**config.mk**
```make
export PLATFORM = sky130hd
export DESIGN_NAME = prog_loader
export DESIGN_NICKNAME = d
export VERILOG_FILES = /design/src/rtl/prog_loader_pkg.sv /design/src/rtl/prog_word_packer.sv /design/src/rtl/prog_loader.sv
export SDC_FILE = /design/constraint.sdc
export NUM_CORES = 1
export LEC_CHECK = 0
export ABC_AREA = 1
export BUFFER_PORTS_ARGS = -buffer_cell sky130_fd_sc_hd__buf_2
export CAP_MARGIN = 30
export CORE_MARGIN = 2
export CORE_UTILIZATION = 54
export DETAILED_ROUTE_END_ITERATION = 8
export PLACE_DENSITY = 0.76
export SETUP_SLACK_MARGIN = 0.15
export SYNTH_ARGS = -nofsm -noshare
export SYNTH_HDL_FRONTEND = slang
export SYNTH_SLANG_ARGS = --single-unit
```
**constraint.sdc**
```tcl
create_clock -name CLK -period 1.9 [get_ports CLK]
set_input_delay 0.19 -clock CLK [delete_from_list [all_inputs] [get_ports CLK]]
set_output_delay 0.19 -clock CLK [all_outputs]
set_load 0.02 [all_outputs]
```
**src/rtl/prog_loader_pkg.sv**
```systemverilog
// Shared widths, word-packing constants and loader state encoding for prog_loader.
package prog_loader_pkg;

  localparam int unsigned DEFAULT_ADDR_W = 10;
  localparam int unsigned DEFAULT_DATA_W = 18;
  localparam int unsigned BYTES_PER_WORD = 3;

  typedef enum logic [2:0] {
    IDLE,
    RECV,
    WRITE,
    FINISH,
    CHECK
  } state_e;

endpackage

```
**src/rtl/prog_word_packer.sv**
```systemverilog
// Packs three MSB-first stream bytes into one instruction word; only byte0[1:0] survives.
module prog_word_packer
  import prog_loader_pkg::*;
#(
  parameter int unsigned DATA_W = DEFAULT_DATA_W
) (
  input  logic              clk,
  input  logic              rst_n,
  input  logic              clear,
  input  logic              take,
  input  logic [7:0]        din,
  output logic              last_c,
  output logic [DATA_W-1:0] word,
  output logic              word_ready
);

  localparam int unsigned SR_W = DATA_W - 8;

  logic [1:0]      idx;
  logic [SR_W-1:0] sr;

  // The byte being offered completes a word.
  assign last_c = (idx == 2'(BYTES_PER_WORD - 1));

  // Shift keeps only the low SR_W bits, so the unused top of byte0 falls away.
  always_ff @(posedge clk or negedge rst_n) begin
    if (!rst_n) begin
      idx        <= '0;
      sr         <= '0;
      word       <= '0;
      word_ready <= 1'b0;
    end else begin
      word_ready <= 1'b0;
      if (clear) begin
        idx <= '0;
        sr  <= '0;
      end else if (take) begin
        if (last_c) begin
          idx        <= '0;
          word       <= {sr, din};
          word_ready <= 1'b1;
        end else begin
          idx <= idx + 2'd1;
          sr  <= SR_W'({sr, din});
        end
      end
    end
  end

endmodule

```
**src/rtl/prog_loader.sv**
```systemverilog
// Program-memory boot loader: holds the MCU in reset and writes packed words from a byte stream.
// Define PROG_LOADER_CHECKSUM_EN to require a trailing XOR checksum byte per load.
module prog_loader
  import prog_loader_pkg::*;
#(
  parameter int unsigned ADDR_W      = DEFAULT_ADDR_W,
  parameter int unsigned DATA_W      = DEFAULT_DATA_W,
  parameter int unsigned TIMEOUT_CYC = 50_000_000
) (
  input  logic              CLK,
  input  logic              RESET_N,
  input  logic              START,
  input  logic [ADDR_W:0]   LEN,
  input  logic [7:0]        RX_DATA,
  input  logic              RX_VALID,
  output logic              RX_READY,
  input  logic [ADDR_W-1:0] CPU_ADDR,
  output logic [ADDR_W-1:0] PROG_ADDR,
  output logic              WR_EN,
  output logic [DATA_W-1:0] WR_DATA,
  output logic              CPU_HOLD,
  output logic              BUSY,
  output logic              DONE,
  output logic              ERR
);

  localparam int unsigned     TO_W    = $clog2(TIMEOUT_CYC + 1);
  localparam logic [ADDR_W:0] MAX_LEN = (ADDR_W + 1)'(1) << ADDR_W;

  state_e          state_q, state_d;
  logic [ADDR_W:0] len_q;
  logic [ADDR_W:0] addr_q;
  logic [ADDR_W:0] addr_inc;
  logic [TO_W-1:0] tcnt_q;
  logic            start_ok;
  logic            ld_clear;
  logic            take;
  logic            pk_take;
  logic            last_byte;
  logic            timeout;
  logic            err_d;
  logic            hold_d;

  // Counter is one bit wider than the address so LEN=1024 compares before any wrap.
  assign start_ok = START && (LEN != '0) && (LEN <= MAX_LEN);
  assign ld_clear = (state_q == IDLE) && start_ok;
  assign take     = RX_VALID && RX_READY;
  assign pk_take  = take && (state_q == RECV);
  assign addr_inc = addr_q + (ADDR_W + 1)'(1);
  assign timeout  = (tcnt_q == TO_W'(TIMEOUT_CYC - 1));

  assign PROG_ADDR = BUSY ? addr_q[ADDR_W-1:0] : CPU_ADDR;

  prog_word_packer #(
    .DATA_W(DATA_W)
  ) u_packer (
    .clk        (CLK),
    .rst_n      (RESET_N),
    .clear      (ld_clear),
    .take       (pk_take),
    .din        (RX_DATA),
    .last_c     (last_byte),
    .word       (WR_DATA),
    .word_ready (WR_EN)
  );

`ifdef PROG_LOADER_CHECKSUM_EN
  logic [7:0] csum_q;

  // Running XOR of every data byte accepted in this load.
  always_ff @(posedge CLK or negedge RESET_N) begin
    if (!RESET_N) begin
      csum_q <= '0;
    end else if (ld_clear) begin
      csum_q <= '0;
    end else if (pk_take) begin
      csum_q <= csum_q ^ RX_DATA;
    end
  end
`endif

  // Next-state logic; ERR and CPU_HOLD are sticky and only move on explicit events.
  always_comb begin
    state_d = state_q;
    err_d   = ERR;
    hold_d  = CPU_HOLD;
    case (state_q)
      IDLE: begin
        if (start_ok) begin
          state_d = RECV;
          err_d   = 1'b0;
          hold_d  = 1'b1;
        end
      end
      RECV: begin
        if (take) begin
          if (last_byte) state_d = WRITE;
        end else if (timeout) begin
          state_d = IDLE;
          err_d   = 1'b1;
        end
      end
      WRITE: begin
        if (addr_inc != len_q) begin
          state_d = RECV;
        end else begin
`ifdef PROG_LOADER_CHECKSUM_EN
          state_d = CHECK;
`else
          state_d = FINISH;
`endif
        end
      end
`ifdef PROG_LOADER_CHECKSUM_EN
      CHECK: begin
        if (take) begin
          if (RX_DATA == csum_q) begin
            state_d = FINISH;
          end else begin
            state_d = IDLE;
            err_d   = 1'b1;
          end
        end else if (timeout) begin
          state_d = IDLE;
          err_d   = 1'b1;
        end
      end
`endif
      FINISH: begin
        state_d = IDLE;
        hold_d  = 1'b0;
      end
      default: state_d = IDLE;
    endcase
  end

  // State register; status outputs are registered from the next state.
  always_ff @(posedge CLK or negedge RESET_N) begin
    if (!RESET_N) begin
      state_q  <= IDLE;
      RX_READY <= 1'b0;
      BUSY     <= 1'b0;
      DONE     <= 1'b0;
      ERR      <= 1'b0;
      CPU_HOLD <= 1'b0;
      len_q    <= '0;
      addr_q   <= '0;
      tcnt_q   <= '0;
    end else begin
      state_q  <= state_d;
      RX_READY <= (state_d == RECV) || (state_d == CHECK);
      BUSY     <= (state_d == RECV) || (state_d == WRITE) || (state_d == CHECK);
      DONE     <= (state_d == FINISH);
      ERR      <= err_d;
      CPU_HOLD <= hold_d;
      if (ld_clear) begin
        len_q  <= LEN;
        addr_q <= '0;
      end else if (state_q == WRITE) begin
        addr_q <= addr_inc;
      end
      // Idle-gap counter only runs while waiting on the stream.
      if (take || !RX_READY) begin
        tcnt_q <= '0;
      end else begin
        tcnt_q <= tcnt_q + TO_W'(1);
      end
    end
  end

endmodule

```
[Yosys cells after proc, flatten, opt, wreduce, memory -nomap -nowiden]
Cells that the tools add are included.
Cells by class
  add/sub/neg operators: 3
  order comparisons: 1
  equality and inequality tests: 14
  multiplexer cells: 25
  bitwise logic cells: 1
  reductions and logical operators: 20
Operators by type and width (number)
  $mux 10: 4
  $add 26x1->26 const B: 1
  $eq 26x26->1 const B: 1
  $mux 26: 1
  $mux 11: 2
  $eq 3x2->1 const B: 4
  $mux 3: 4
  $add 11x1->11 const B: 1
  $le 11x11->1 const B: 1
  $ne 11x11->1: 1
  $reduce_bool 11->1: 1
  $pmux 3 s3: 1
  $mux 2: 4
  $ne 2x2->1 const B: 4
  $reduce_bool 2->1: 4
  $mux 1: 7
  $eq 3x1->1 const B: 2
  $logic_and 1x1->1: 5
  $logic_or 1x1->1: 4
  $pmux 1 s2: 2
  $reduce_and 2->1: 2
  $reduce_and 4->1: 1
  $eq 3x3->1 const B: 1
  $logic_not 3->1: 1
  other kinds (5): 5
Storage, ports and cells
  register bits: 87
  input bits: 33
  output and inout port bits: 34
  logic and storage cells: 77

[Longest topological paths before layout]
  depth after elaboration: 8
  depth in mapped cells: 13
  gate-level depth less buffers: 13

[By module]
Synthesis repeated with hierarchy kept, for this count alone.
Second synthesis, totals
  cells, all modules: 582
  area total of the unflattened synthesis: 4538.1 sq um
By module, submodules not included
  prog_loader: instances 1, cells each 443, area an instance 3254.4 sq um, sequential area each 1401.3 sq um
  prog_word_packer: instances 1, cells each 139, area an instance 1283.7 sq um, sequential area each 775.7 sq um

[Least setup slack after synthesis]
No wires, ideal clock.
  path kind: flip-flop to flip-flop
  start: register addr_q[0]
  end: register RX_READY
  library setup time: 0.123 ns
  arrival time: 1.596 ns
  required time: 1.777 ns
  path slack: 0.181 ns
  stages on the path, launching flop included: 13
  path buffers: 0
  clock period less this slack: 1.719 ns
  cells stage by stage: dfrtp_1 ha_1 nand2_2 nor2_4 nand2_2 o21ai_2 nor2_2 nor2_2 nand2_1 nor2_1 nand2_1 nand2_2 nor2_2
Between the ends
  longest elaborated chain between the ends: 6
  elaborated cells on any way between the ends: 7
  classes of those cells: add/sub: 1; eq/ne: 3; mux: 2; reduce/logical: 1
Ends and longest elaborated chain
  start, declared: line prog_loader.sv:32  | logic [ADDR_W:0] addr_q;
  start signal, assigned: line prog_loader.sv:160  | addr_q <= addr_inc;
  $add 11x1->11 (*): line prog_loader.sv:49  | assign addr_inc = addr_q + (ADDR_W + 1)'(1);
  $ne 11x11->1 (*): line prog_loader.sv:104  | if (addr_inc != len_q) begin
  $mux 2 (*): line prog_loader.sv:104
  $pmux 3 s3 (*): line prog_loader.sv:87  | case (state_q)
  net state_d[1]: line prog_loader.sv:30  | state_e state_q, state_d;
  $eq 3x1->1 or $eq 3x3->1 (tied branches): line prog_loader.sv:151  | RX_READY <= (state_d == RECV) || (state_d == CHECK);
  $logic_or 1x1->1 (*): line prog_loader.sv:151
  end signal, assigned: line prog_loader.sv:151
  end, declared: line prog_loader.sv:16  | output logic RX_READY,
Mark *: on every way through the listed nets, which the timed path passes. The rest lies on a longest branch.
A chain may end at the register's enable or synchronous reset.

[Worst setup path in the final report]
  start: register addr_q[1]
  end: register RX_READY
The elaborated chain is that of the path after synthesis.

==> flow_summary.toml <==
[status]
run_status = "finished, final reports clean"

[floorplan]
die-area_um2 = 8890
die_x_um = 94.3
placement_rows = 32
io-pin-count = 67
initial_utilization_pct = 56.4
fp.coreArea_um2 = 7810
die_h_um = 94.3

[pwr]
total_power_mw = 4.02
internal_power_mw = 2.90
clock_share_of_power_pct = 35.9
p_per_area_nw_per_um2 = 755
power_leakage_nw = 2.51
vdd.ir_drop.worst_mv = 0.508
netSwitchingPower_mw = 1.12
pwr-share-comb_pct = 13.6
power_frac_seq_pct = 50.5
power_switching_share_pct = 28.0

[grt]
grt_first_pass_wirelength_mm = 17.3
grt_antenna_before_repair = 0
grt_start_max_net_pins = 62
grt_pass1_vias = 3900
grt_overflow = 0
grt_util_all_layers_pct = 24.9

[clock_tree]
clock_path_buffers = 2
worst_skew_pair.late_latency_ps = 360
cts_inserted_buffers = 9
clock-root-buffer = "clkbuf_8"
clkTransAtPathRegs_ps = 90
clock_tree.htree_level_count = 3
cts.sink_count = 87
tritoncts = "yes"

[drt]
vias = 4034
routed_via_count_divided_by_cell_count = 5.36
remaining_drc_errors = 0
drt-wirelength-per-cell_um = 13.8
drt_pass1_iterations = 5
dr.first_iter.drc_count = 226
final_antenna_violating_net_count = 0
detail_route.wirelength_mm = 10.4

[logic_synthesis]
async_flop_share_pct = 100
yosysSeqAreaShare_pct = 49.5
synth.distinct_cells = 34
synth.yosys.warnings = 0
per_instance_average_area_after_synthesis_um2 = 7.89
yosys.area_share.simple_pct = 27.7
yosys_most_used_dff = "dfrtp_1"
synth.area.mux_share_pct = 0
synth_fa_ha_area_share_pct = 0.569
synthesized_cell_area_um2 = 4400
synth_top_family_by_area = "simple AND/OR/NAND/NOR gates"
synth.ff_latch_count = 87
synth_xor_xnor_area_share_pct = 2.19
syn_nets = 593
area_fraction_in_compound_gates_after_synthesis_pct = 12.1
count_of_mapped_cells_out_of_synthesis = 558
count_of_flip_flops_with_a_built_in_enable_after_synthesis = 0

[final_layout]
area_growth_syn_to_layout_pct = 21.1
fillerInstances = 657
layout_cell_share_with_drive_strength_beyond_1_pct = 23.8
finalNetCount = 680
antennaDiodeCount = 0

[placement]
half_perimeter_wire_length_of_the_detailed_placement_result_mm = 7.61
port_buffers = 66
gpl.final_weighted_congestion = 0.968

[setup_path]
r2r_setup_slack_ps = 210
endpoint_of_the_most_critical_setup_path = "RX_READY"
critical_path.top_delay_family = "simple AND/OR/NAND/NOR gates"
critPathMaxFanout = 5
rr_startpoint = "addr_q[1]"
cell_depth_of_the_worst_setup_path = 12
regToRegEndpoint = "RX_READY"
cpPeakStageDelay_ps = 450
ff2ff_path_depth = 12
setup.worst_path.start_class = "register"
crit_type = "reg -> reg"
required_ps = 2150
crit_buf_inv = 1
worstPathArrival_ps = 1940
worst_setup_path_end_kind = "register"
timing.critical_path.cells = "ha_4 -> buf_4 -> nand3_2 -> nand2_2 -> nand3_2 -> nand4_1 -> nor2_2 -> nand2_1 -> nor2_1 -> nand2_1 -> nand2_2 -> nor2_2"
crit_path_top_delay_cell = "dfrtp_1"
timing.critical_path.from = "addr_q[1]"

[timing]
max_slew_margin_pct = 65.8
report.final.setup_viol = 0
final-max-slew-violation-count = 0
clock-skew-final_ps = 11.1
fmax_ghz = 0.591
worstMarginPinSlew_ps = 509
post-route-period-util_pct = 89.1
fin_tns_setup_ps = 0
report.final.hold_viol_count = 0
timing.final.crit_period_ps = 1690
rsz0062_at_grt = "true"

[worst_hold_path]
hp-class = "in -> reg"

[job]
timing.max_cap.violations = 0
cells by family (layout without fill, tap and decap cells):
logic type | count (synthesis) | count (layout)
buffers and inverters | 91 | 183
other | 1 | 1
AO/OA/AOI/OAI | 98 | 98
AND/OR/NAND/NOR | 268 | 268
flip-flops | 87 | 87
adder cells (fa/ha/maj) | 2 | 2
XOR/XNOR | 11 | 11
synthesized netlist by cell type (4+ instances only):
cell type	count	share of area (%)
inv_1	71	6.1
nor2_1	58	4.9
o22ai_1	13	1.8
a21oi_1	29	3.3
inv_2	7	0.60
dfrtp_1	87	49
nor4_1	5	0.71
o21ai_1	14	1.6
nand4_1	11	1.6
nand2_2	7	0.99
buf_2	6	0.68
o21ai_0	32	3.6
nand3_1	27	3.1
nand2_1	125	11
xnor2_1	6	1.2
nor2_4	4	1.0
clkbuf_1	4	0.34
nor3_2	5	1.1
nor2_2	7	0.99
xor2_1	5	0.99
nor3_1	15	1.7
power groups by stage:
stage	combinational (mW)	sequential, mW	clock, mW
2_1_floorplan	0.311	2.07	0
6_report	0.548	2.03	1.45
4_1_cts	0.539	2.03	1.48
3_5_place_dp	0.535	2.06	0
3_3_place_gp	0.518	2.06	0
5_1_grt	0.625	2.04	1.55
worst reg2reg max path, delay by kind of cell (launching register included):
family        cells  cell delay (ps)
fa+ha+maj         1              200
buf+inv           1              150
flops             1              450
simple gates     10              800
how the worst min path moves through the flow:
stage               cells past startpoint    endpoint  slack, ps  startpoint
finish                                  3    len_q[2]         50      LEN[2]
global route                            3    len_q[2]         50      LEN[2]
CTS                                     3    len_q[3]         40      LEN[3]
detailed placement                      1  tcnt_q[14]        130     RESET_N
global placement                        1  tcnt_q[13]        130     RESET_N
floorplan                               0        BUSY       -110     RESET_N
sequential cells by signal, summed over array words and instances (netlist names), 2 cells and up:
register and flops:
u_packer.sr 10, tcnt_q 26, u_packer.word 18, addr_q 11, u_packer.idx 2, len_q 11, state_q 3
routing by layer:
metal | track usage, % | up-vias | part of all wire (%)
met2 | 41.3 | 129 | 50
met4 | 11.4 | 0 | 2.9
met3 | 5.14 | 26 | 5.3
met1 | 31.3 | 1888 | 42
met5 | 0 | - | 0
li1 | - | 1991 | -
metrics by stage:
| step | hold WS (ps) | area, um^2 | util, % | std cells | worst slack (ps) |
|---|---|---|---|---|---|
| after global routing | 51.4 | 5330 | 68.3 | 752 | 45.2 |
| after CTS | 38.2 | 5140 | 65.9 | 742 | 163 |
| final | 47.9 | 5330 | 68.3 | 752 | 208 |
| after detailed placement | 135 | 4900 | 62.8 | 725 | 75.4 |
| after floorplan | -106 | 4400 | - | 558 | 181 |
| after global placement | 131 | 4900 | 62.8 | 725 | 190 |
layout by cell type (no fill, tap or decap), types with 4 or more instances in the layout:
master	instances
nand2_1	118
dfrtp_1	83
inv_1	70
buf_2	65
nor2_1	57
o21ai_0	32
a21oi_1	29
nand3_1	24
buf_4	18
o21ai_1	14
nor3_1	13
o22ai_1	13
nand2_2	11
nand4_1	11
clkbuf_8	9
nor2_4	8
inv_2	7
nor3_2	6
xnor2_1	6
nor4_1	5
xor2_1	5
dfrtp_2	4
nand3_2	4
nor2_2	4
final cells by class:
class / instances / area, um^2 / share of cell area [%]
timing repair buffer: 87 / 513 / 9.62
clock buffer: 9 / 124 / 2.32
multi-input combinational: 380 / 1980 / 37.2
clock inverter: 7 / 101 / 1.90
tap: 102 / 128 / 2.39
sequential: 87 / 2180 / 40.9
inverter: 80 / 303 / 5.68
what timing repair did:
action / CTS / global route
pin swaps: 0 / 10
hold buffers: 1 / 0
hold endpoints to repair: 26 / 0
setup buffers: 0 / 10
endpoints found under the setup margin: 4 / 33
gates resized for setup: 2 / 31
Power figures use the tool's default switching activity.
